[src/rtl/ryuki_datatypes.sv]
// Shared pipeline datatypes for the ryuki core trace path.
package ryuki_datatypes;

    // Record produced by the IF-stage tracker when a fetch completes.
    typedef struct packed {
        logic [31:0] addr;
        logic [31:0] instr;
        logic [1:0]  priv;
        logic        fault;
    } trace_output;

    localparam int TRACE_BUF_DEPTH_DEFAULT = 8;
    localparam int TRACE_SEQ_WIDTH_DEFAULT = 16;

    // Trace record tagged with its capture sequence number (default width).
    typedef struct packed {
        trace_output                        rec;
        logic [TRACE_SEQ_WIDTH_DEFAULT-1:0] seq;
    } trace_tagged;

endpackage

[src/rtl/trace_fifo.sv]
// Generic first-word-fall-through synchronous FIFO with synchronous flush.
// The head element is visible on dout whenever empty is low.
// A pop on an empty FIFO and a push on a full FIFO without a pop are ignored,
// so push and pop while full is legal and leaves count unchanged.
module trace_fifo #(
    parameter type T     = logic [7:0],
    parameter int  DEPTH = 8,
    localparam int AW    = $clog2(DEPTH),
    localparam int CW    = $clog2(DEPTH + 1)
) (
    input  logic          clk,
    input  logic          rst,
    input  logic          push,
    input  logic          pop,
    input  logic          flush,
    input  T              din,
    output T              dout,
    output logic [CW-1:0] count,
    output logic          full,
    output logic          empty
);

    T              mem_q [DEPTH];
    logic [AW-1:0] rd_ptr_q, rd_ptr_d;
    logic [AW-1:0] wr_ptr_q, wr_ptr_d;
    logic [CW-1:0] count_q, count_d;
    logic          pop_ok;
    logic          push_ok;

    assign empty   = (count_q == '0);
    assign full    = (count_q == CW'(DEPTH));
    assign pop_ok  = pop & ~empty;
    assign push_ok = push & (~full | pop_ok);

    // Next pointer/occupancy; flush wins over any push or pop that cycle.
    always_comb begin
        rd_ptr_d = rd_ptr_q;
        wr_ptr_d = wr_ptr_q;
        count_d  = count_q;
        if (flush) begin
            rd_ptr_d = '0;
            wr_ptr_d = '0;
            count_d  = '0;
        end else begin
            if (push_ok) wr_ptr_d = wr_ptr_q + 1'b1;
            if (pop_ok)  rd_ptr_d = rd_ptr_q + 1'b1;
            case ({push_ok, pop_ok})
                2'b10:   count_d = count_q + 1'b1;
                2'b01:   count_d = count_q - 1'b1;
                default: count_d = count_q;
            endcase
        end
    end

    // Pointer and occupancy registers.
    always_ff @(posedge clk or posedge rst) begin
        if (rst) begin
            rd_ptr_q <= '0;
            wr_ptr_q <= '0;
            count_q  <= '0;
        end else begin
            rd_ptr_q <= rd_ptr_d;
            wr_ptr_q <= wr_ptr_d;
            count_q  <= count_d;
        end
    end

    // Storage write; contents need no reset because count gates visibility.
    always_ff @(posedge clk) begin
        if (push_ok && !flush) mem_q[wr_ptr_q] <= din;
    end

    assign dout  = mem_q[rd_ptr_q];
    assign count = count_q;

endmodule

[src/rtl/if_trace_buffer.sv]
// Buffers completed IF-stage tracker records, stamping each with a sequence
// number and counting records lost because the buffer was full.
//
// Output handshake: out_valid is high whenever a head record is held and does
// not depend on out_ready; a transfer happens on a rising clk edge where both
// out_valid and out_ready are high. While out_valid is high and out_ready is
// low, out_rec and out_seq are held stable.
module if_trace_buffer
    import ryuki_datatypes::*;
#(
    parameter int DEPTH      = TRACE_BUF_DEPTH_DEFAULT,
    parameter int SEQ_WIDTH  = 16,
    parameter int DROP_WIDTH = 16,
    localparam int CW        = $clog2(DEPTH + 1)
) (
    input  logic                  clk,
    input  logic                  rst,
    input  logic                  rec_ready_i,
    input  trace_output           rec_i,
    input  logic                  flush_i,
    output logic                  out_valid,
    input  logic                  out_ready,
    output trace_output           out_rec,
    output logic [SEQ_WIDTH-1:0]  out_seq,
    output logic [CW-1:0]         count,
    output logic                  full,
    output logic                  empty,
    output logic [DROP_WIDTH-1:0] drop_count,
    output logic                  overflow
);

    // Same shape as trace_tagged, but with the instance's sequence width.
    typedef struct packed {
        trace_output          rec;
        logic [SEQ_WIDTH-1:0] seq;
    } tagged_t;

    logic                  rec_ready_q, rec_ready_d;
    logic [SEQ_WIDTH-1:0]  seq_ctr_q, seq_ctr_d;
    logic [DROP_WIDTH-1:0] drop_count_q, drop_count_d;
    logic                  overflow_q, overflow_d;

    logic    cap;
    logic    pop;
    logic    push;
    logic    drop;
    tagged_t fifo_din;
    tagged_t fifo_dout;

    // The tracker holds rec_ready_i high until its next fetch, so only the
    // rising edge marks a new record.
    assign cap  = rec_ready_i & ~rec_ready_q;
    assign pop  = out_valid & out_ready;
    assign push = cap & ~flush_i & (~full | pop);
    assign drop = cap & ~flush_i & full & ~pop;

    assign fifo_din.rec = rec_i;
    assign fifo_din.seq = seq_ctr_q;

    trace_fifo #(
        .T     (tagged_t),
        .DEPTH (DEPTH)
    ) u_fifo (
        .clk   (clk),
        .rst   (rst),
        .push  (push),
        .pop   (pop),
        .flush (flush_i),
        .din   (fifo_din),
        .dout  (fifo_dout),
        .count (count),
        .full  (full),
        .empty (empty)
    );

    // Sequence numbers advance on every completion, stored or not, so gaps
    // in out_seq expose drops and flushed captures.
    always_comb begin
        rec_ready_d  = rec_ready_i;
        seq_ctr_d    = seq_ctr_q;
        drop_count_d = drop_count_q;
        overflow_d   = overflow_q | drop;
        if (cap) seq_ctr_d = seq_ctr_q + 1'b1;
        if (drop && (drop_count_q != '1)) drop_count_d = drop_count_q + 1'b1;
    end

    // Edge detect, sequence and drop accounting registers.
    always_ff @(posedge clk or posedge rst) begin
        if (rst) begin
            rec_ready_q  <= 1'b0;
            seq_ctr_q    <= '0;
            drop_count_q <= '0;
            overflow_q   <= 1'b0;
        end else begin
            rec_ready_q  <= rec_ready_d;
            seq_ctr_q    <= seq_ctr_d;
            drop_count_q <= drop_count_d;
            overflow_q   <= overflow_d;
        end
    end

    assign out_valid  = ~empty;
    assign out_rec    = fifo_dout.rec;
    assign out_seq    = fifo_dout.seq;
    assign drop_count = drop_count_q;
    assign overflow   = overflow_q;

endmodule

[config.mk]
export PLATFORM = sky130hd
export DESIGN_NAME = if_trace_buffer
export DESIGN_NICKNAME = d
export VERILOG_FILES = /design/src/rtl/ryuki_datatypes.sv /design/src/rtl/trace_fifo.sv /design/src/rtl/if_trace_buffer.sv
export SDC_FILE = /design/constraint.sdc
export NUM_CORES = 1
export LEC_CHECK = 0
export ABC_AREA = 1
export ABC_CLOCK_PERIOD_IN_PS = 6900
export CORE_MARGIN = 2
export CORE_UTILIZATION = 40
export DETAILED_ROUTE_END_ITERATION = 8
export MAX_ROUTING_LAYER = met4
export PLACE_DENSITY = 0.57
export SETUP_SLACK_MARGIN = 0.15
export SLEW_MARGIN = 15
export SYNTH_ARGS = -nofsm -noshare
export SYNTH_HDL_FRONTEND = slang
export SYNTH_SLANG_ARGS = --single-unit
[constraint.sdc]
create_clock -name clk -period 6.9 [get_ports clk]
set_input_delay 1.725 -clock clk [delete_from_list [all_inputs] [get_ports clk]]
set_output_delay 1.725 -clock clk [all_outputs]
set_load 0.005 [all_outputs]
Word level (Yosys, flattened, before mapping)
Memories as Yosys holds them, arrays and structs flattened.
Index checks and enable logic that the tools add are counted.
W data, S select, Z words.
{"block": "word_totals", "ram_bits": 664, "ff_bits": 44, "memories": 1, "input_bits": 72, "elab_cells": 49}
{"block": "classes", "mux": 8, "n_bitwise": 16, "n_eq_ne": 4, "reduce_logical": 7, "add_sub_neg": 6}
{"memory": "u_fifo.mem_q", "depth": 8, "word_bits": 83, "read_ports": 1, "rd_ports_with_merged_regs": 0, "write_ports": 1, "line": "trace_fifo.sv:23", "source": "T mem_q [DEPTH];"}
{"op": "$add A16 B1 Y16 const B", "n": 2}
{"op": "$ne A16 B16 Y1 const B", "n": 1}
{"op": "$mux W3", "n": 4}
{"op": "$and A1 B1 Y1", "n": 8}
{"op": "$pmux W4 S2", "n": 1}
{"op": "$add A3 B1 Y3 const B", "n": 2}
{"op": "$not A1 Y1", "n": 5}
{"op": "$add A4 B1 Y4 const B", "n": 1}
{"op": "$eq A4 B4 Y1 const B", "n": 1}
{"op": "$logic_not A4 Y1", "n": 1}
{"op": "$mux W4", "n": 1}
{"op": "$reduce_bool A2 Y1", "n": 2}
{"op": "$sub A4 B1 Y4 const B", "n": 1}
{"op": "$or A1 B1 Y1", "n": 3}
{"op": "$reduce_bool A3 Y1", "n": 1}
{"op": "$eq A2 B1 Y1 const B", "n": 1}
{"op": "$eq A2 B2 Y1 const B", "n": 1}
{"op": "$logic_and A1 B1 Y1", "n": 2}
{"op": "$mux W1", "n": 2}
{"op": "$logic_not A1 Y1", "n": 1}

Logic depth before layout (Yosys ltp)
Gate-level depths: netlist of the first run.
{"block": "logic_depth", "word_depth": 9, "mapped_depth": 12}

Cells and area by module
From an unflattened synthesis of the first run, not the netlist that was laid out.
{"block": "hier_totals", "hier_cells": 2393, "area_unflattened_um2": 28468.6}
{"module": "trace_fifo", "area_each_um2": 26548.0, "instances": 1, "cells_each": 2139}
{"module": "if_trace_buffer", "area_each_um2": 1920.6, "instances": 1, "cells_each": 254}

Worst setup path after synthesis of the first run
Ideal clock, no wire load.
{"block": "synth_path", "path_kind": "input-to-reg", "startpoint": "input flush_i", "endpoint": "memory u_fifo.mem_q[0][0] in the netlist's numbering, enable pin", "cell_stages": 7, "t_arrival_ns": 5.853, "path_buffers": 0, "path_slack_ns": 0.522, "path_cell_list": "inv_2 -> nand3_1 -> inv_1 -> nand2_1 -> inv_1 -> nand2_1 -> nor2_1"}
{"block": "synth_via", "elab_chain_cells": 7, "elab_cells_between_ends": 8, "classes_between": "mux: 2; bitwise: 4; reduce/logical: 2"}
{"element": "start: declaration", "line": "if_trace_buffer.sv:20", "source": "input logic flush_i,"}
{"element": "$not A1 Y1", "line": "if_trace_buffer.sv:54", "source": "assign push = cap & ~flush_i & (~full | pop);"}
{"element": "$and A1 B1 Y1 (2 in a row)", "line": "if_trace_buffer.sv:54"}
{"element": "$and A1 B1 Y1", "line": "trace_fifo.sv:33", "source": "assign push_ok = push & (~full | pop_ok);"}
{"element": "$logic_and A1 B1 Y1 (*)", "line": "trace_fifo.sv:70", "source": "if (push_ok && !flush) mem_q[wr_ptr_q] <= din;"}
{"element": "$mux W1 (*)", "line": "trace_fifo.sv:70"}
{"element": "$mux W1 (not written as such) (*)", "line": "trace_fifo.sv:70"}
{"element": "end: declaration", "line": "trace_fifo.sv:23"}
Every way passes the cells marked *; elsewhere a longest branch is shown, timed or not.

Worst setup path in the final report of the first run
{"block": "layout_path", "startpoint": "register u_fifo.rd_ptr_q[0]", "endpoint": "output out_seq[1]"}
{"block": "layout_via", "elab_chain_cells": 1}
{"element": "start: declaration", "line": "trace_fifo.sv:24", "source": "logic [AW-1:0] rd_ptr_q, rd_ptr_d;"}
{"element": "start signal: assignment", "line": "trace_fifo.sv:62", "source": "rd_ptr_q <= rd_ptr_d;"}
{"element": "$mem_v2 Z8 W83"}
{"element": "end: declaration", "line": "if_trace_buffer.sv:24", "source": "output logic [SEQ_WIDTH-1:0] out_seq,"}
No other way between the ends.

==> run_results.csv, run 1 <==
group,metric,value,unit
critical_path,crit_slowest_cell,"dfrtp_4",
clocking,cts_buffers,74,
synthesis,synth_nets,2240,
synthesis,async_reset_ff_frac,0.06215,
finish,drive_gt1_frac,0.06869,
critical_path,max_stage_delay,0.73,ns
timing,clock_skew,0.01873,ns
timing,slew_headroom,0.2900,
synthesis,ys_top_cells_by_area,"edfxtp_1 71%, nor2_1 8.2%, o21ai_0 4.0%",
synthesis,synth_flop_cell,"edfxtp_1",
route,via_per_inst,5.181,
floorplan,die_h,268.4,um
timing,finalSetupTns,0,ns
route,drt-pass1-iter-count,5,
outcome,status,"completed",
timing,rsz0062_at_grt,"no",
floorplan,die_x,268.4,um
global_routing,grt_pass1_vias,16910,
flow_run,maxCapViolations,0,
synthesis,syn-instance-count,2162,
clocking,clockRootBuffer,"clkbuf_16",
timing,tightest_slew,1.062,ns
clocking,clock_path_buffers,3,
global_routing,antenna_found_initial,2,
timing,period_share,0.7871,
timing,post-route-min-period,5.431,ns
pwr,power.total,10930,uW
pwr,p_leak,0.01099,uW
critical_path,cp.depth,7,
global_routing,grt.total_usage,0.1840,
timing,slew_violations,0,
floorplan,core,0.06895,sq mm
clocking,clock_sinks,708,
timing,finalSetupViolations,0,
finish,fin_nets,2397,
clocking,holdBufCountCts,0,
global_routing,grt_overflow_total,0,
synthesis,synth_edf_count,664,
clocking,h-tree-depth,3,
floorplan,start_util,0.4057,
floorplan,rows,96,
critical_path,startpoint_type,"register",
critical_path,rr_endpoint,"u_fifo.mem_q[4][82]$_DFFE_PP_",
critical_path,worstSetupPathType,"register to output port",
critical_path,path_max_fanout,137,
timing,hold_viol_final,0,
clocking,ctsResizeCount,0,
placed_design,gp_congestion,0.7794,
critical_path,path_buf_inv,3,
finish,syn_to_final_growth,17.34,%
route,routed_wl,64320,um
synthesis,mappedNetlistArea,0.02797,sq mm
pwr,p_per_area,333.1,mW/mm^2
placed_design,dp_hpwl,33540,um
route,drtAntennaViolNets,0,
critical_path,rrSetupSlack,4.03,ns
synthesis,synth.top_cell.area_share,0.7129,
critical_path,required,5.18,ns
floorplan,io_pins,179,
critical_path,crit_chain,"inv_8 > buf_12 > o21ai_0 > o22ai_1 > nor2_1 > a31oi_1 > clkdlybuf4s50_1",
global_routing,grt_pass1_wl,98150,um
synthesis,yosysTopAreaCell,"edfxtp_1",
timing,holdWs,0.4739,ns
synthesis,synth_seq_cells,708,
critical_path,cp_top_family,"buffers and inverters",
synthesis,yosysSeqAreaShare,0.7523,
synthesis,syn_avg_cell_area,12.94,sq um
route,avgRoutedWirePerCell,19.46,um
critical_path,arrival,3.71,ns
critical_path,crit_end,"out_seq[1]",
critical_path,timing.rr.start,"u_fifo.count[3]$_DFFE_PP0P_",
clocking,clkSlewWorstSetupHoldPaths,0.05,ns
route,remaining_drc_errors,0,
synthesis,yosysUniqueCellTypes,38,
synthesis,netlist_top_cells_count,"664 x edfxtp_1, 608 x nor2_1, 224 x o21ai_0",
synthesis,ys_warn_count,0,
clocking,cts_tree,"yes",
critical_path,crit_start,"u_fifo.rd_ptr_q[0]$_DFFE_PP0P_",
critical_path,setup.worst_path.end_class,"output port",
clocking,postCtsSetupBuffers,0,
clocking,clk_latency,0.62,ns
placed_design,port-buffer-count,178,
floorplan,die_area,0.07205,sq mm
hold_path,hp-class,"register to register",
finish,utilization,0.4760,
route,drtIter0Drc,1343,
route,vias,17130,
timing,fmax,184.1,MHz
global_routing,grt_start_max_net_pins,145,
critical_path,rr_worst_depth,9,
pwr,vdd_drop_max,0.0001692,V
synthesis,synth_most_common_cell,"edfxtp_1",
cells in the final DEF (no fill, tap or decap), types with 15 or more instances in the layout:
cell type	netlist	final
clkdlybuf4s50_1	0	178
dfrtp_1	44	42
buf_4	12	21
o22ai_1	84	84
clkbuf_16	0	74
inv_1	38	37
o21ai_1	121	121
nor2_1	608	600
clkbuf_1	60	15
nand2_1	73	73
a31oi_1	83	83
xor2_1	17	17
nand3_1	18	18
o21ai_0	224	224
clkinv_1	1	16
edfxtp_1	664	664
kinds of logic (layout without fill, tap and decap cells):
logic type	after synthesis	count (layout)	share of synthesized area
AO/OA/AOI/OAI	516	516	0.09998
buffers and inverters	173	384	0.03333
flip-flops	708	708	0.7523
AND/OR/NAND/NOR	729	729	0.1021
other	0	2	0
adder cells (fa/ha/maj)	6	6	0.002684
XOR/XNOR	30	30	0.009663
report_power, final:
group	internal, uW	switching, uW	total, uW
Clock	2070	1580	3650
Sequential	4830	150	4980
Combinational	979	1330	2310
Total	7880	3060	10900
stage by stage:
| step | setup WS, ns | cells | instance area, sq um |
|---|---|---|---|
| finish | 1.469 | 3306 | 32820 |
| global route | 1.211 | 3306 | 32820 |
| CTS | 1.423 | 3304 | 32810 |
| detailed placement | 2.088 | 3174 | 30610 |
| global placement | 2.109 | 3174 | 30610 |
| floorplan | 0.5224 | 2162 | 27970 |
sequential cells by signal (all words and copies together) (netlist names):
register / count
u_fifo.wr_ptr_q: 3
drop_count: 16
overflow: 1
u_fifo.mem_q: 664
rec_ready_q: 1
u_fifo.rd_ptr_q: 3
u_fifo.count: 4
seq_ctr_q: 16
routing by layer:
layer  wire length (um)  part of all wire  track usage
met3               3105             0.048      0.03059
met5                  0                 0            -
met1              28530              0.44       0.2351
met4               1221             0.019      0.05526
met2              31460              0.49       0.3031
worst min path at each step:
stage	startpoint	end	slack, ns	cells after the start
finish	overflow$_DFF_PP0_	overflow$_DFF_PP0_	0.47	1
floorplan	overflow$_DFF_PP0_	overflow$_DFF_PP0_	0.46	1
CTS	overflow$_DFF_PP0_	overflow$_DFF_PP0_	0.48	1
global route	overflow$_DFF_PP0_	overflow$_DFF_PP0_	0.51	1
global placement	overflow$_DFF_PP0_	overflow$_DFF_PP0_	0.46	1
detailed placement	overflow$_DFF_PP0_	overflow$_DFF_PP0_	0.46	1
cell type report:
cell class	count	area, sq um
Antenna cell	2	5.005
Clock buffer	91	1936
Clock inverter	39	266.5
Fill cell	6074	36130
Inverter	44	182.7
Multi-Input combinational cell	1281	6057
Sequential cell	708	21050
Tap cell	931	1165
Timing Repair Buffer	210	2160
No activity file was read; power rests on OpenSTA's default activity.
==> run 2: changes to the inputs <==
Settings changed: ABC_CLOCK_PERIOD_IN_PS 6900 to 4800, PLACE_DENSITY 0.57 to 0.59.
Clock period 6.9 ns to 4.8 ns, I/O delays scaled along.
==> run 2 against run 1 <==
Wire length up 0.47%; setup slack worse by 1.1 ns; highest routed layer unchanged; design area increased by 1.3%; die area did not move; non-clock buffer count is 5 higher.
==> run_results.csv, run 2 (synthesis gave the netlist of run 1 again) <==
group,metric,value,unit
global_routing,grt.total_usage,0.1849,
flow_run,maxCapViolations,0,
timing,slew_headroom,0.3226,
critical_path,startpoint_type,"register",
clocking,cts_tree,"yes",
clocking,h-tree-depth,3,
placed_design,port-buffer-count,178,
placed_design,pre_cts_slack,0.9406,ns
critical_path,required,3.60,ns
floorplan,die_x,268.4,um
critical_path,arrival,3.26,ns
placed_design,dp_hpwl,33830,um
finish,fill_cells,5984,
route,avgRoutedWirePerCell,19.47,um
finish,largest_register,"u_fifo.mem_q",
finish,final_cell_mix,"664 x edfxtp_1, 600 x nor2_1, 224 x o21ai_0",
route,remaining_drc_errors,0,
timing,clock_skew,0.01751,ns
floorplan,die_area,0.07205,sq mm
global_routing,grt_overflow_total,0,
finish,seq_area,0.02105,sq mm
critical_path,worstSetupPathType,"register to output port",
floorplan,core,0.06895,sq mm
timing,fmax,224.2,MHz
floorplan,rows,96,
critical_path,path_max_fanout,172,
clocking,clkSlewWorstSetupHoldPaths,0.06,ns
timing,holdWs,0.4764,ns
critical_path,crit_slowest_cell,"clkdlybuf4s50_1",
timing,finalSetupViolations,0,
route,routed_wl,64620,um
timing,tightest_slew,1.015,ns
pwr,p_leak,0.01115,uW
global_routing,antenna_found_initial,5,
outcome,status,"completed",
critical_path,crit_chain,"buf_12 > o21ai_0 > o22ai_1 > nor2_1 > a31oi_1 > clkdlybuf4s50_1",
pwr,p_per_area,488.6,mW/mm^2
global_routing,grt_start_max_net_pins,173,
hold_path,hp-class,"register to register",
clocking,postCtsSetupBuffers,0,
finish,multi_input_area,0.006057,sq mm
timing,period_share,0.9291,
timing,finalSetupTns,0,ns
timing,hold_viol_final,0,
clocking,cts_buffers,76,
route,via_per_inst,5.193,
route,drt-pass1-iter-count,7,
finish,drive_gt1_frac,0.07005,
clocking,clk_latency,0.62,ns
finish,fin_nets,2404,
floorplan,io_pins,179,
route,vias,17240,
clocking,clockRootBuffer,"clkbuf_16",
timing,post-route-min-period,4.460,ns
clocking,clock_path_buffers,3,
timing,post-route-worst-setup-slack,0.3402,ns
timing,rsz0062_at_grt,"no",
critical_path,max_stage_delay,0.63,ns
route,drtIter0Drc,1228,
finish,largest_reg_flops,664,
floorplan,start_util,0.4057,
timing,slew_violations,0,
critical_path,setup.worst_path.end_class,"output port",
floorplan,die_h,268.4,um
route,drtAntennaViolNets,0,
global_routing,grt_pass1_vias,17290,
finish,final_common_cell,"edfxtp_1",
clocking,clock_sinks,708,
global_routing,grt_pass1_wl,99110,um
pwr,vdd_drop_max,0.0004066,V
finish,syn_to_final_growth,18.81,%
placed_design,gp_congestion,0.8066,
[run 2: area by class of cell]
cell class                 count  share of cell area
tap                          931             0.03506
timing repair buffer         215             0.07011
sequential                   708              0.6334
inverter                      44            0.005422
antenna                        4           0.0003012
multi-input combinational   1281              0.1823
clock buffer                 105             0.06367
clock inverter                31            0.009752
[run 2: through the flow]
step | utilization | instances | total power [uW] | instance area, sq um
after global placement | 0.4463 | 3179 | 10640 | 30770
after detailed placement | 0.4463 | 3179 | 10700 | 30770
final | 0.4820 | 3319 | 16240 | 33230
after global routing | 0.4820 | 3319 | 17020 | 33230
after CTS | 0.4817 | 3315 | 16430 | 33210
after floorplan | - | 2162 | 9244 | 27970
[run 2: worst paths after layout]
kind | startpoint | endpoint | slack, ns | cells after the start
max | u_fifo.rd_ptr_q[0]$_DFFE_PP0P_ | out_seq[2] | 0.34 | 6
max reg2reg | u_fifo.count[3]$_DFFE_PP0P_ | u_fifo.mem_q[6][28]$_DFFE_PP_ | 2.34 | 9
min | overflow$_DFF_PP0_ | overflow$_DFF_PP0_ | 0.48 | 1
min in group asynchronous | rst | drop_count[14]$_DFFE_PP0P_ | 1.16 | 2
max in group asynchronous | rst | u_fifo.rd_ptr_q[0]$_DFFE_PP0P_ | 2.89 | 2
min reg2reg | overflow$_DFF_PP0_ | overflow$_DFF_PP0_ | 0.48 | 1
[run 2: where the power goes]
group / internal (uW) / total (uW) / switching (uW)
combinational: 1440 / 3440 / 2000
clock: 3400 / 5700 / 2290
sequential: 6940 / 7100 / 160
total: 11800 / 16200 / 4450
[run 2: worst max-delay path, delay by kind of cell, from the launching register on]
family | cells | cell delay, ns
buf+inv | 2 | 1.20
simple gates | 1 | 0.07
flops | 1 | 0.49
compound gates | 3 | 0.90
[run 2: routing by layer]
metal,up-vias,track usage,share of wire
li1,8159,-,-
met1,8587,0.2349,0.44
met2,409,0.3023,0.49
met3,80,0.03315,0.051
met4,0,0.06006,0.018
met5,-,-,0
[run 2: timing repair]
action,in CTS,in global routing
setup endpoints to repair,0,1
hold buffers,0,0
gates resized for setup,0,1
